## config.mk

```make
export PLATFORM = sky130hd
export DESIGN_NAME = seg_display_mux
export DESIGN_NICKNAME = d
export VERILOG_FILES = /design/src/rtl/seg_display_pkg.sv /design/src/rtl/seg_display_mux_bcd_to_seg.sv /design/src/rtl/seg_display_mux.sv
export SDC_FILE = /design/constraint.sdc
export NUM_CORES = 1
export LEC_CHECK = 0
export BUFFER_PORTS_ARGS = -buffer_cell sky130_fd_sc_hd__buf_2
export CAP_MARGIN = 20
export CORE_MARGIN = 10
export CORE_UTILIZATION = 50
export DETAILED_ROUTE_END_ITERATION = 7
export PLACE_DENSITY = 0.8
export SLEW_MARGIN = 20
export SYNTH_ARGS = -nofsm -noshare
export SYNTH_HDL_FRONTEND = slang
export SYNTH_SLANG_ARGS = --single-unit
export TNS_END_PERCENT = 100
```

## constraint.sdc

```tcl
create_clock -name clk -period 6.1 [get_ports clk]
set_input_delay 1.22 -clock clk [delete_from_list [all_inputs] [get_ports clk]]
set_output_delay 1.22 -clock clk [all_outputs]
set_load 0.01 [all_outputs]
```

## src/rtl/seg_display_pkg.sv

```systemverilog
// Shared types and active-low segment codes for the seven-segment display mux.
package seg_display_pkg;

    localparam int unsigned NUM_DIGITS = 4;
    localparam int unsigned SEG_W      = 7;

    typedef logic [1:0] digit_idx_t;
    typedef logic [3:0] bcd_t;

    // Segment order {g,f,e,d,c,b,a}, a zero bit lights the segment.
    localparam logic [SEG_W-1:0] SEG_0     = 7'b1000000;
    localparam logic [SEG_W-1:0] SEG_1     = 7'b1111001;
    localparam logic [SEG_W-1:0] SEG_2     = 7'b0100100;
    localparam logic [SEG_W-1:0] SEG_3     = 7'b0110000;
    localparam logic [SEG_W-1:0] SEG_4     = 7'b0011001;
    localparam logic [SEG_W-1:0] SEG_5     = 7'b0010010;
    localparam logic [SEG_W-1:0] SEG_6     = 7'b0000010;
    localparam logic [SEG_W-1:0] SEG_7     = 7'b1111000;
    localparam logic [SEG_W-1:0] SEG_8     = 7'b0000000;
    localparam logic [SEG_W-1:0] SEG_9     = 7'b0010000;
    localparam logic [SEG_W-1:0] SEG_DASH  = 7'b0111111;
    localparam logic [SEG_W-1:0] SEG_BLANK = 7'b1111111;

endpackage

```

## src/rtl/seg_display_mux_bcd_to_seg.sv

```systemverilog
// Combinational BCD to active-low seven-segment decoder with a blank override.
module bcd_to_seg
    import seg_display_pkg::*;
(
    input  logic             [3:0] bcd,
    input  logic                   blank,
    output logic [SEG_W-1:0]       seg_c
);

    always_comb begin
        seg_c = SEG_DASH;
        if (blank) begin
            seg_c = SEG_BLANK;
        end else begin
            case (bcd)
                4'd0:    seg_c = SEG_0;
                4'd1:    seg_c = SEG_1;
                4'd2:    seg_c = SEG_2;
                4'd3:    seg_c = SEG_3;
                4'd4:    seg_c = SEG_4;
                4'd5:    seg_c = SEG_5;
                4'd6:    seg_c = SEG_6;
                4'd7:    seg_c = SEG_7;
                4'd8:    seg_c = SEG_8;
                4'd9:    seg_c = SEG_9;
                default: seg_c = SEG_DASH;
            endcase
        end
    end

endmodule

```

## src/rtl/seg_display_mux.sv

```systemverilog
// Four-digit time-multiplexed seven-segment driver with frame-coherent snapshot.
// Optional build macro LEADING_ZERO_BLANK_EN blanks leading zero digits.
module seg_display_mux
    import seg_display_pkg::*;
#(
    parameter int unsigned REFRESH_DIV  = 100000,
    parameter int unsigned BLANK_CYCLES = 1000
) (
    input  logic       clk,
    input  logic       reset,
    input  logic [3:0] count0,
    input  logic [3:0] count1,
    input  logic [3:0] count2,
    input  logic [3:0] count3,
    input  logic       max_tick,
    input  logic       freeze,
    output logic [3:0] an,
    output logic [6:0] seg,
    output logic       dp
);

    localparam int unsigned SLOT_W = $clog2(REFRESH_DIV);

    logic [SLOT_W-1:0] slot;
    digit_idx_t        digit;
    bcd_t              snap [NUM_DIGITS];
    logic              ovf;

    logic              slot_end_c;
    logic              load_c;
    logic              blank_c;
    logic              lz_c;
    bcd_t              cur_c;
    logic [SEG_W-1:0]  seg_c;

    assign slot_end_c = (slot == SLOT_W'(REFRESH_DIV - 1));
    assign load_c     = slot_end_c && (digit == 2'd3) && !freeze;
    assign blank_c    = (slot < SLOT_W'(BLANK_CYCLES));
    assign cur_c      = snap[digit];

`ifdef LEADING_ZERO_BLANK_EN
    // A digit is a leading zero when it and every digit above it are zero.
    always_comb begin
        lz_c = 1'b0;
        case (digit)
            2'd3:    lz_c = (snap[3] == 4'd0);
            2'd2:    lz_c = (snap[3] == 4'd0) && (snap[2] == 4'd0);
            2'd1:    lz_c = (snap[3] == 4'd0) && (snap[2] == 4'd0) && (snap[1] == 4'd0);
            default: lz_c = 1'b0;
        endcase
    end
`else
    assign lz_c = 1'b0;
`endif

    bcd_to_seg u_dec (
        .bcd   (cur_c),
        .blank (lz_c),
        .seg_c (seg_c)
    );

    // Slot counter and digit index
    always_ff @(posedge clk or negedge reset) begin
        if (!reset) begin
            slot  <= '0;
            digit <= 2'd0;
        end else if (slot_end_c) begin
            slot  <= '0;
            digit <= digit + 2'd1;
        end else begin
            slot  <= slot + SLOT_W'(1);
        end
    end

    // Snapshot reloads only at frame end so a value never tears across digits.
    always_ff @(posedge clk or negedge reset) begin
        if (!reset) begin
            for (int i = 0; i < NUM_DIGITS; i++) snap[i] <= 4'd0;
        end else if (load_c) begin
            snap[0] <= count0;
            snap[1] <= count1;
            snap[2] <= count2;
            snap[3] <= count3;
        end
    end

    always_ff @(posedge clk or negedge reset) begin
        if (!reset)        ovf <= 1'b0;
        else if (max_tick) ovf <= 1'b1;
    end

    // Registered pin drivers
    always_ff @(posedge clk or negedge reset) begin
        if (!reset) begin
            an  <= 4'hF;
            seg <= SEG_BLANK;
            dp  <= 1'b1;
        end else if (blank_c) begin
            an  <= 4'hF;
            seg <= SEG_BLANK;
            dp  <= 1'b1;
        end else begin
            an  <= ~(4'b0001 << digit);
            seg <= seg_c;
            dp  <= !((digit == 2'd3) && ovf);
        end
    end

endmodule
```

# Word-level counts from Yosys, hierarchy flattened

Memory sizes are Yosys's and may differ from the RTL's.
Index checks and enable logic that the tools add are counted.

Output and inout port bits: 12
Register bits: 48
Memories kept: 1
Input bits: 20
Logic and storage cells: 32
Memory bits (read-only): 112

Memories:

| name             | words | width | rd ports | clocked after Yosys merged registers in | write ports | line                             | RTL |
|---|---|---|---|---|---|---|---|
| (name not given) | 16    | 7     | 1        | 0                                       | 0           | seg_display_mux_bcd_to_seg.sv:15 | `case (bcd)` |

Reduce and logical (&&, ||, !) cells: 5
Bitwise logic cells: 2
$lt $le $gt $ge: 2
Muxes and demuxes: 7
Shifts and indexed selects: 1
Add/sub/neg operators: 2
Equality and inequality tests: 2

Operators with widths:

| cell                  | count |
|---|---|
| $add 17x1->17 const B | 1 |
| $eq 17x17->1 const B  | 1 |
| $lt 17x10->1 const B  | 1 |
| $mux 17               | 1 |
| $mux 4                | 3 |
| $bmux 4 s2            | 1 |
| $mux 7                | 1 |
| $not 4->4             | 1 |
| $shl 1x2->4 const A   | 1 |
| $ge 3x3->1 const B    | 1 |
| $logic_and 1x1->1     | 3 |
| $not 2->3             | 1 |
| $add 2x1->2 const B   | 1 |
| $eq 2x2->1 const B    | 1 |
| $logic_not 1->1       | 2 |
| $mux 1                | 1 |

# Logic depth before layout (Yosys ltp)

Gate-level depths: netlist (run 1).
An unclocked memory read counts as a cell.

Depth after elaboration: 6
Mapped depth: 8
Gate-level depth less buffers: 7

# By module

From an unflattened synthesis (run 1), not the netlist that was laid out.

Cells, all modules: 195
Area, all modules: 2,367.3 sq um

By module, submodules not included:

| module          | cells an instance | seq. area each (sq um) | instances | area an instance (sq um) |
|---|---|---|---|---|
| seg_display_mux | 160               | 1,216.2                | 1         | 2,132.0 |
| bcd_to_seg      | 35                | 0.0                    | 1         | 235.2 |

# Worst setup path before layout (run 1)

OpenSTA, ideal clock, no wires.

Kind: input to register
From: input port freeze
To: register snap[10] (netlist name)
Required time: 5.975 ns
Arrival time: 2.050 ns
Path buffers: 1
Slack: 3.925 ns
Cell stages on the path: 3
Library setup time: 0.125 ns
Cells stage by stage: nor3b_4 > buf_8 > mux2_2

Cells in the longest elaborated chain, start to end: 2

Ends and longest elaborated chain:

| element            | line                  | RTL |
|---|---|---|
| start: declaration | seg_display_mux.sv:16 | `input logic freeze,` |
| $logic_not 1->1    | seg_display_mux.sv:37 | `assign load_c = slot_end_c && (digit == 2'd3) && !freeze;` |
| $logic_and 1x1->1  | seg_display_mux.sv:37 |  |
| end: declaration   | seg_display_mux.sv:26 | `bcd_t snap [NUM_DIGITS];` |

Every way passes these cells.
A chain may end at the register's enable or synchronous reset.

# Worst setup path in the final report (run 1)

From: register slot[0]
To: register snap[10] (netlist name)

Cells in the longest elaborated chain, start to end: 3

Ends and longest elaborated chain:

| element                         | line                  | RTL |
|---|---|---|
| start: declaration              | seg_display_mux.sv:24 | `logic [SLOT_W-1:0] slot;` |
| start signal: assignment        | seg_display_mux.sv:71 | `slot <= slot + SLOT_W'(1);` |
| $eq 17x17->1                    | seg_display_mux.sv:36 | `assign slot_end_c = (slot == SLOT_W'(REFRESH_DIV - 1));` |
| $logic_and 1x1->1 (2 in series) | seg_display_mux.sv:37 |  |

Every way passes these cells.

==> impl_metrics.env, run 1 <==
export IMPL_gp_congestion=0.8140
export IMPL_syn_area_per_cell_um2=12.68
export IMPL_syn_nets=210
export IMPL_synth_seq_cells=48
export IMPL_grt_pass1_wl_um=7017
export IMPL_synth_cell_types=35
export IMPL_cp_start_kind="flop"
export IMPL_yosys_warnings=0
export IMPL_p_sw_share_pct=20.70
export IMPL_max_freq_mhz=436.5
export IMPL_layout_drive_gt1_share_pct=36.11
export IMPL_yosysTopAreaCell="dfrtp_1"
export IMPL_dr_pass1_iters=4
export IMPL_grt_max_degree=49
export IMPL_num_antenna_cells=0
export IMPL_coreArea_um2=4384
export IMPL_numCtsBuffers=5
export IMPL_power_frac_seq_pct=60.8
export IMPL_crit_fanout=16
export IMPL_tightest_slew_ns=0.9030
export IMPL_ir_drop_uv=131.7
export IMPL_routed_wl_um=3971
export IMPL_clk_pin_slew_ns=0.08
export IMPL_final_area_um2=2566
export IMPL_grt_overflow=0
export IMPL_wl_per_cell_um=14.82
export IMPL_postRouteAntennaNets=0
export IMPL_crit_family="simple AND/OR/NAND/NOR gates"
export IMPL_hold_path_class="reg -> reg"
export IMPL_drtIter0Drc=57
export IMPL_synth_async_reset_ratio_pct=100.0
export IMPL_layout_min_cycle_time_ns=2.291
export IMPL_tritoncts="built"
export IMPL_synth_ff_type="dfrtp_1"
export IMPL_netlist_instances=179
export IMPL_skew_ns=0.003522
export IMPL_die_height_um=87.38
export IMPL_placed_area_um2=2474
export IMPL_min_period_over_period_pct=37.55
export IMPL_grt_pass1_vias=1497
export IMPL_die_w_um=87.38
export IMPL_post_cts_buffers=0
export IMPL_dr_total_vias=1440
export IMPL_portBuffers=31
export IMPL_rsz0062_at_grt="false"
export IMPL_synth_edf_count=0
export IMPL_setup_tns_ns=0
export IMPL_outcome="completed"
export IMPL_p_sw_w=0.0001084
export IMPL_drc=0
export IMPL_cts_root_buf="clkbuf_8"
export IMPL_setup_violations=0
export IMPL_internal_power_w=0.0004153
export IMPL_syn_area_um2=2270
export IMPL_antenna_found_initial=0
export IMPL_clock_latency_ns=0.30
export IMPL_synthToLayoutAreaGrowth_pct=13.06
export IMPL_max_stage_delay_ns=0.68
export IMPL_start_util_pct=51.77
export IMPL_drv_cap=0
export IMPL_viasPerCell=5.373
export IMPL_hold_viol=0
export IMPL_rows=24
export IMPL_hold_buffers=0
export IMPL_synth_top_cell_area_share_pct=39.69
export IMPL_p_per_area_nw_per_um2=204.1
export IMPL_dieArea_um2=7634
export IMPL_worstSetupPathType="reg -> reg"
export IMPL_h_tree_depth=2
export IMPL_final_max_slew_viol_count=0
export IMPL_cp_slowest_cell="nor3b_4"
export IMPL_power_leakage_nw=1.179
export IMPL_dpl_hpwl_um=2947
export IMPL_synthTopCellsByArea="dfrtp_1 40%, dfstp_2 14%, mux2_2 8.4%, ha_1 6.1%, mux4_2 4.0%"
export IMPL_endpoint_kind="flop"
export IMPL_arrival_ns=2.48
export IMPL_path_buf_inv=0
export IMPL_slew_headroom_pct=39.34
export IMPL_clkSinkCount=48
export IMPL_cp_data_required_time_ns=6.29
export IMPL_path_cells="ha_1 > and4_1 > nand4b_4 > nor3b_4 > mux2_2"
export IMPL_io_pin_count=32
export IMPL_pwr_share_comb_pct=2.3
export IMPL_ctsResizeCount=0
export IMPL_grt_total_usage_pct=11.54
export IMPL_nets=246
export IMPL_clkPwrFrac_pct=36.9
export IMPL_synth_seq_area_share_pct=53.58
export IMPL_cts_buffer_depth=2
==> final cells by class <==
| class | count | area, um^2 |
|---|---|---|
| clock buffers | 8 | 90.09 |
| fillers | 373 | 1818 |
| inverters | 6 | 22.52 |
| multi-input cells | 122 | 1007 |
| flip-flops and latches | 48 | 1216 |
| well taps | 52 | 65.06 |
| repair buffers | 32 | 165.2 |
==> power groups by stage <==
stage | registers (W) | logic [W] | clock network (W)
after floorplan | 0.000324 | 0.0000000996 | 0
after CTS | 0.000318 | 0.0000124 | 0.000199
final | 0.000318 | 0.0000120 | 0.000193
after detailed placement | 0.000324 | 0.0000124 | 0
after global placement | 0.000324 | 0.0000120 | 0
after global routing | 0.000318 | 0.0000141 | 0.000212
==> sequential cells by signal, indices dropped and copies added, names as in the netlist <==
name	count
slot	17
snap	16
seg	7
an	4
digit	2
dp	1
ovf	1
==> worst reg2reg max path, delay by kind of cell (launching register included) <==
kind | cells | cell delay [ns]
and+or+nand+nor | 3 | 1.16
adders and majority gates | 1 | 0.24
muxes | 1 | 0.42
DFF | 1 | 0.37
==> cells by family after synthesis <==
| family | Yosys count | synth area share, % |
|---|---|---|
| flip-flops | 48 | 53.58 |
| multiplexers | 23 | 13.29 |
| adder cells (fa/ha/maj) | 11 | 6.064 |
| AND/OR/NAND/NOR | 58 | 15.60 |
| buffers and inverters | 9 | 2.039 |
| AO/OA/AOI/OAI | 15 | 3.638 |
| XOR/XNOR | 15 | 5.788 |
==> per-stage QoR <==
step,hold WS (ns),worst slack [ns],total power [W],util [%],instances
after floorplan,0.3922,3.925,0.0003245,-,179
after global placement,0.4174,3.582,0.0003363,56.42,260
after detailed placement,0.4150,3.545,0.0003367,56.42,260
after CTS,0.4313,3.789,0.0005296,58.48,268
after global routing,0.4485,3.646,0.0005441,58.53,268
final,0.4348,3.809,0.0005237,58.53,268
==> routing by layer <==
layer	share of wire, %	GRT usage [%]	vias up	wire length (um)
met2	44	16.47	36	1767
li1	-	-	696	-
met4	2.1	4.493	0	82
met1	46	15.15	700	1816
met3	7.7	4.682	8	305
met5	0	0	-	0
==> synth_stat cells (all sizes together) (2+ instances only) <==
master,instances
o21ai,7
and2,3
xnor2,6
xor2,9
nor2b,2
nor2,12
mux2,17
nand4,6
and4,3
nand3,5
mux2i,2
or2,2
mux4,4
dfstp,12
and3,2
inv,6
dfrtp,36
nor3,3
a21oi,6
buf,2
nand2,13
ha,11
==> cell usage in the layout, fill, tap and decap left out, types with 2 or more instances in the layout <==
cell type,n
dfrtp_1,36
buf_2,30
mux2_2,17
nand2_1,13
nor2_1,12
dfstp_2,12
ha_1,11
xor2_1,9
o21ai_0,7
inv_1,6
nand4_1,6
a21oi_1,6
xnor2_1,6
clkbuf_8,6
nand3_1,5
mux4_2,4
nor3_1,3
and3_1,2
and2_1,2
and4_1,2
mux2i_1,2
nor2b_1,2
or2_2,2
clkbuf_1,2
buf_4,2
==> path summary, 6_finish.rpt <==
check / startpoint / to / slack (ns) / cells after the start
max: slot[0]$_DFF_PN0_ / snap[10]$_DFFE_PN0P_ / 3.81 / 5
min: ovf$_DFFE_PN0P_ / dp$_DFF_PN1_ / 0.43 / 1
max reg2reg: slot[0]$_DFF_PN0_ / snap[10]$_DFFE_PN0P_ / 3.81 / 5
min reg2reg: ovf$_DFFE_PN0P_ / dp$_DFF_PN1_ / 0.43 / 1
max in group asynchronous: reset / seg[5]$_DFF_PN1_ / 4.79 / 1
min in group asynchronous: reset / snap[2]$_DFFE_PN0P_ / 0.90 / 1
(Power assumes the default switching activity.)
==> run 2, diff against run 1 <==
Settings changed: ABC_AREA set to 1, PLACE_DENSITY 0.8 to 0.79.
Clock period 6.1 ns to 2.19 ns, I/O delays scaled along.
==> impl_metrics.env, run 2 <==
export IMPL_outcome="completed"
export IMPL_synth_async_reset_ratio_pct=100.0
export IMPL_min_period_over_period_pct=82.48
export IMPL_cts_buffer_depth=2
export IMPL_synth_seq_area_share_pct=47.37
export IMPL_postRouteAntennaNets=0
export IMPL_hold_buffers=0
export IMPL_ir_drop_uv=271.8
export IMPL_setup_ws_ns=0.3838
export IMPL_clock_latency_ns=0.31
export IMPL_cts_root_buf="clkbuf_8"
export IMPL_setup_violations=0
export IMPL_tightest_slew_ns=0.4498
export IMPL_post_cts_buffers=0
export IMPL_drtIter0Drc=146
export IMPL_largest_reg_flops=17
export IMPL_start_util_pct=50.92
export IMPL_hold_path_class="in -> async"
export IMPL_drv_cap=0
export IMPL_dpl_cell_count=412
export IMPL_grt_pass1_wl_um=9321
export IMPL_grt_pass1_vias=2112
export IMPL_reg_largest_list="slot x17, snap x16, seg x7"
export IMPL_power_leakage_nw=1.527
export IMPL_netlist_instances=315
export IMPL_max_freq_mhz=553.6
export IMPL_nets=380
export IMPL_layout_drive_gt1_share_pct=19.71
export IMPL_synthToLayoutAreaGrowth_pct=13.45
export IMPL_dr_total_vias=2079
export IMPL_gp_congestion=0.8836
export IMPL_viasPerCell=4.950
export IMPL_syn_nets=346
export IMPL_rsz0062_at_grt="false"
export IMPL_yosysTopAreaCell="dfrtp_1"
export IMPL_antenna_found_initial=0
export IMPL_cp_data_required_time_ns=2.42
export IMPL_yosysMostFrequentCell="nand2_1"
export IMPL_numCtsBuffers=5
export IMPL_h_tree_depth=2
export IMPL_coreArea_um2=5042
export IMPL_io_pin_count=32
export IMPL_final_max_slew_viol_count=0
export IMPL_grt_max_degree=49
export IMPL_dpl_hpwl_um=3807
export IMPL_cp_slowest_cell="dfrtp_1"
export IMPL_layout_common_cells="99 x nand2_1, 36 x nor2_1, 36 x dfrtp_1, 32 x nand3_1, 31 x buf_2"
export IMPL_yosys_warnings=0
export IMPL_crit_top_cell="nand3_1"
export IMPL_portBuffers=31
export IMPL_synth_ff_type="dfrtp_1"
export IMPL_arrival_ns=2.03
export IMPL_regMostFlops="slot"
export IMPL_max_stage_delay_ns=0.63
export IMPL_dr_pass1_iters=4
export IMPL_synth_top_cell_area_share_pct=35.09
export IMPL_hold_viol=0
export IMPL_p_total_w=0.001580
export IMPL_cp_start_kind="flop"
export IMPL_post_place_ws_ns=0.4150
export IMPL_path_cells="inv_4 > nand2_1 > nand3_1 > nand2_1 > inv_1 > ha_1 > inv_1 > nand3_1 > nand3_1 > nand3_1"
export IMPL_wl_per_cell_um=12.09
export IMPL_slew_headroom_pct=70.02
export IMPL_num_antenna_cells=0
export IMPL_routed_wl_um=5076
export IMPL_p_per_area_nw_per_um2=542.4
export IMPL_synth_edf_count=0
export IMPL_synthTopCellsByCount="99 x nand2_1, 36 x dfrtp_1, 36 x nor2_1, 32 x nand3_1, 30 x inv_1"
export IMPL_grt_total_usage_pct=13.12
export IMPL_synth_seq_cells=48
export IMPL_die_w_um=91.66
export IMPL_die_height_um=91.66
export IMPL_placed_area_um2=2798
export IMPL_syn_area_um2=2567
export IMPL_dieArea_um2=8402
export IMPL_rows=26
export IMPL_skew_ns=0.01345
export IMPL_setup_tns_ns=0
export IMPL_synthTopCellsByArea="dfrtp_1 35%, nand2_1 14%, dfstp_2 12%, nand3_1 6.2%, ha_1 5.4%"
export IMPL_layout_min_cycle_time_ns=1.806
export IMPL_stdcell_count=420
export IMPL_clkSinkCount=48
export IMPL_gr_max_usage_layer="met2"
export IMPL_syn_area_per_cell_um2=8.151
export IMPL_synth_cell_types=28
export IMPL_layout_commonest_cell="nand2_1"
export IMPL_tritoncts="built"
export IMPL_crit_fanout=12
export IMPL_ctsResizeCount=0
export IMPL_clk_pin_slew_ns=0.10
export IMPL_endpoint_kind="flop"
export IMPL_gr_usage_met1_pct=17.01
export IMPL_met2_usage_pct=20.14
export IMPL_worstSetupPathType="reg -> reg"
export IMPL_final_area_um2=2913
export IMPL_met3_usage_pct=3.912
export IMPL_grt_overflow=0
export IMPL_drc=0
-- run 2: path summary, 6_finish.rpt --
| kind | start | endpoint | slack, ns | cells after the start |
|---|---|---|---|---|
| max | digit[0]$_DFFE_PN0N_ | seg[5]$_DFF_PN1_ | 0.38 | 10 |
| min | reset | digit[0]$_DFFE_PN0N_ | 0.1 | 2 |
| max reg2reg | digit[0]$_DFFE_PN0N_ | seg[5]$_DFF_PN1_ | 0.38 | 10 |
| min reg2reg | ovf$_DFFE_PN0P_ | dp$_DFF_PN1_ | 0.41 | 1 |
| max in group asynchronous | reset | seg[6]$_DFF_PN1_ | 1.82 | 2 |
| min in group clk | max_tick | ovf$_DFFE_PN0P_ | 0.33 | 2 |
-- run 2: critical path, delay by kind of cell (launching register included) --
family,cells,cell delay [ns]
buffers and inverters,3,0.31
adders and majority gates,1,0.21
DFF,1,0.63
and+or+nand+nor,6,0.56
-- run 2: power breakdown --
part	switching [W]	leakage, nW	internal, W
combinational	0.0000212	0.862	0.0000156
sequential	0.0000000000000000000185	0.610	0.000887
clock	0.000312	0.0548	0.000344
-- run 2: layout make-up --
class,count,area [um^2]
fill,453,2130
inverter,33,128.9
timing repair buffer,34,190.2
sequential,48,1216
clock inverter,3,46.29
clock buffer,5,68.82
tap,70,87.58
multi-input combinational,227,1175
-- run 2: logic make-up (layout without fill, tap and decap cells) --
| group | after synthesis | in the layout | share of synthesized area, % |
|---|---|---|---|
| compound gates | 6 | 6 | 1.169 |
| xor+xnor | 8 | 8 | 2.729 |
| fa+ha+maj | 11 | 11 | 5.361 |
| buf+inv | 40 | 75 | 6.871 |
| flops | 48 | 48 | 47.37 |
| simple gates | 202 | 202 | 36.50 |
-- run 2: through the flow --
step / util [%] / hold slack, ns
3_3_place_gp: 55.48 / 0.4062
5_1_grt: 57.77 / 0.1044
6_report: 57.77 / 0.09569
3_5_place_dp: 55.48 / 0.4202
4_1_cts: 57.77 / 0.08628
2_1_floorplan: - / 0.1424
-- run 2: routing by layer --
layer	wire, um	share of wire (%)	vias to the layer above
met5	0	0	-
met4	64	1.3	0
met3	260	5.1	4
met2	2230	44	41
met1	2520	50	958
li1	-	-	1076
==> run 3, diff against run 2 <==
Settings changed: PLACE_DENSITY 0.79 to 0.82.
Clock period 2.19 ns to 1.6 ns, I/O delays scaled along.
==> impl_metrics.env, run 3 (synthesis results as in run 2) <==
export IMPL_clock_latency_ns=0.30
export IMPL_layout_commonest_cell="nand2_1"
export IMPL_h_tree_depth=2
export IMPL_nets=395
export IMPL_clkSinkCount=48
export IMPL_max_stage_delay_ns=0.43
export IMPL_slew_headroom_pct=73.68
export IMPL_grt_overflow=0
export IMPL_portBuffers=31
export IMPL_skew_ns=0.008964
export IMPL_cp_slowest_cell="dfrtp_2"
export IMPL_regMostFlops="slot"
export IMPL_cp_data_required_time_ns=1.81
export IMPL_clk_pin_slew_ns=0.09
export IMPL_routed_wl_um=5546
export IMPL_met3_usage_pct=4.238
export IMPL_crit_top_cell="nand3_1"
export IMPL_tightest_slew_ns=0.3939
export IMPL_setup_violations=0
export IMPL_ir_drop_uv=572.0
export IMPL_endpoint_kind="flop"
export IMPL_synthToLayoutAreaGrowth_pct=19.05
export IMPL_hold_path_class="in -> reg"
export IMPL_hold_viol=0
export IMPL_numCtsBuffers=5
export IMPL_wl_per_cell_um=12.75
export IMPL_power_leakage_nw=1.621
export IMPL_coreArea_um2=5042
export IMPL_dieArea_um2=8402
export IMPL_gr_usage_met1_pct=17.73
export IMPL_path_cells="buf_12 > inv_4 > nand2_1 > nand3_1 > nand2_2 > ha_1 > nand3_1 > nand3_1 > nand3_1"
export IMPL_num_antenna_cells=0
export IMPL_arrival_ns=1.74
export IMPL_die_height_um=91.66
export IMPL_postRouteAntennaNets=0
export IMPL_layout_min_cycle_time_ns=1.535
export IMPL_start_util_pct=50.92
export IMPL_rsz0062_at_grt="true"
export IMPL_die_w_um=91.66
export IMPL_dpl_hpwl_um=4061
export IMPL_layout_drive_gt1_share_pct=24.66
export IMPL_dr_total_vias=2195
export IMPL_grt_pass1_vias=2184
export IMPL_reg_largest_list="slot x17, snap x16, seg x7"
export IMPL_max_freq_mhz=651.6
export IMPL_cts_buffer_depth=2
export IMPL_final_max_slew_viol_count=0
export IMPL_antenna_found_initial=0
export IMPL_drtIter0Drc=174
export IMPL_grt_total_usage_pct=13.72
export IMPL_outcome="completed"
export IMPL_p_total_w=0.001962
export IMPL_crit_fanout=7
export IMPL_gp_congestion=0.8853
export IMPL_drc=0
export IMPL_io_pin_count=32
export IMPL_rows=26
export IMPL_met2_usage_pct=21.03
export IMPL_largest_reg_flops=17
export IMPL_cp_start_kind="flop"
export IMPL_placed_area_um2=2850
export IMPL_crit_family="simple AND/OR/NAND/NOR gates"
export IMPL_dr_pass1_iters=5
export IMPL_min_period_over_period_pct=95.91
export IMPL_grt_pass1_wl_um=9832
export IMPL_final_area_um2=3057
export IMPL_viasPerCell=5.046
export IMPL_grt_max_degree=49
export IMPL_layout_common_cells="97 x nand2_1, 36 x nor2_1, 34 x dfrtp_1, 31 x buf_2, 29 x nand3_1"
export IMPL_path_buf_inv=2
export IMPL_cts_root_buf="clkbuf_8"
export IMPL_drv_cap=0
export IMPL_tritoncts="built"
export IMPL_p_per_area_nw_per_um2=641.7
export IMPL_gr_max_usage_layer="met2"
export IMPL_worstSetupPathType="reg -> reg"
## run 3: path summary, 6_finish.rpt
| path | startpoint | end | slack, ns | cells past startpoint |
|---|---|---|---|---|
| min reg2reg | ovf$_DFFE_PN0P_ | dp$_DFF_PN1_ | 0.43 | 1 |
| min in group asynchronous | reset | slot[6]$_DFF_PN0_ | 0.52 | 3 |
| max | digit[0]$_DFFE_PN0N_ | seg[3]$_DFF_PN1_ | 0.07 | 9 |
| min | max_tick | ovf$_DFFE_PN0P_ | 0.21 | 2 |
| max reg2reg | digit[0]$_DFFE_PN0N_ | seg[3]$_DFF_PN1_ | 0.07 | 9 |
| max in group asynchronous | reset | dp$_DFF_PN1_ | 0.79 | 3 |
## run 3: layout make-up
| cell class | instances | area (um^2) |
|---|---|---|
| Fill cell | 424 | 1986 |
| Sequential cell | 48 | 1219 |
| Multi-Input combinational cell | 227 | 1205 |
| Timing Repair Buffer | 49 | 331.6 |
| Inverter | 33 | 128.9 |
| Tap cell | 70 | 87.58 |
| Clock buffer | 7 | 76.32 |
| Clock inverter | 1 | 8.758 |
## run 3: timing repair
item / CTS / global route
endpoints found under the setup margin: 2 / 30
setup buffers: 0 / 7
gates resized for setup: 1 / 12
hold buffers: 1 / 0
pin swaps: 0 / 4
hold endpoints to repair: 2 / 0
## run 3: per-layer routing
metal	part of all wire [%]	up-vias	routed length, um
met4	1.2	0	65
met5	0	-	0
met2	46	74	2559
met3	7.5	10	417
li1	-	1099	-
met1	45	1012	2504
## run 3: metrics by stage
step | setup TNS [ns] | setup WS [ns] | util, % | hold slack, ns | cells
6_report | 0 | 0.06542 | 60.62 | 0.2131 | 435
5_1_grt | -0.08877 | -0.02512 | 60.62 | 0.2034 | 435
4_1_cts | 0 | 0.01357 | 58.44 | 0.2111 | 428
3_5_place_dp | 0 | 0.001343 | 56.53 | 0.3200 | 419
3_3_place_gp | 0 | 0.09602 | 56.53 | 0.3173 | 419
2_1_floorplan | 0 | 0.1283 | - | 0.02441 | 315
## run 3: power by group
part	switching, W	leakage [nW]	internal, W	total [W]
logic	0.0000292	0.972	0.0000229	0.0000521
registers	0.0000000000000000000266	0.606	0.00121	0.00121
clock network	0.000383	0.0424	0.000313	0.000696
total	0.000413	1.62	0.00155	0.00196
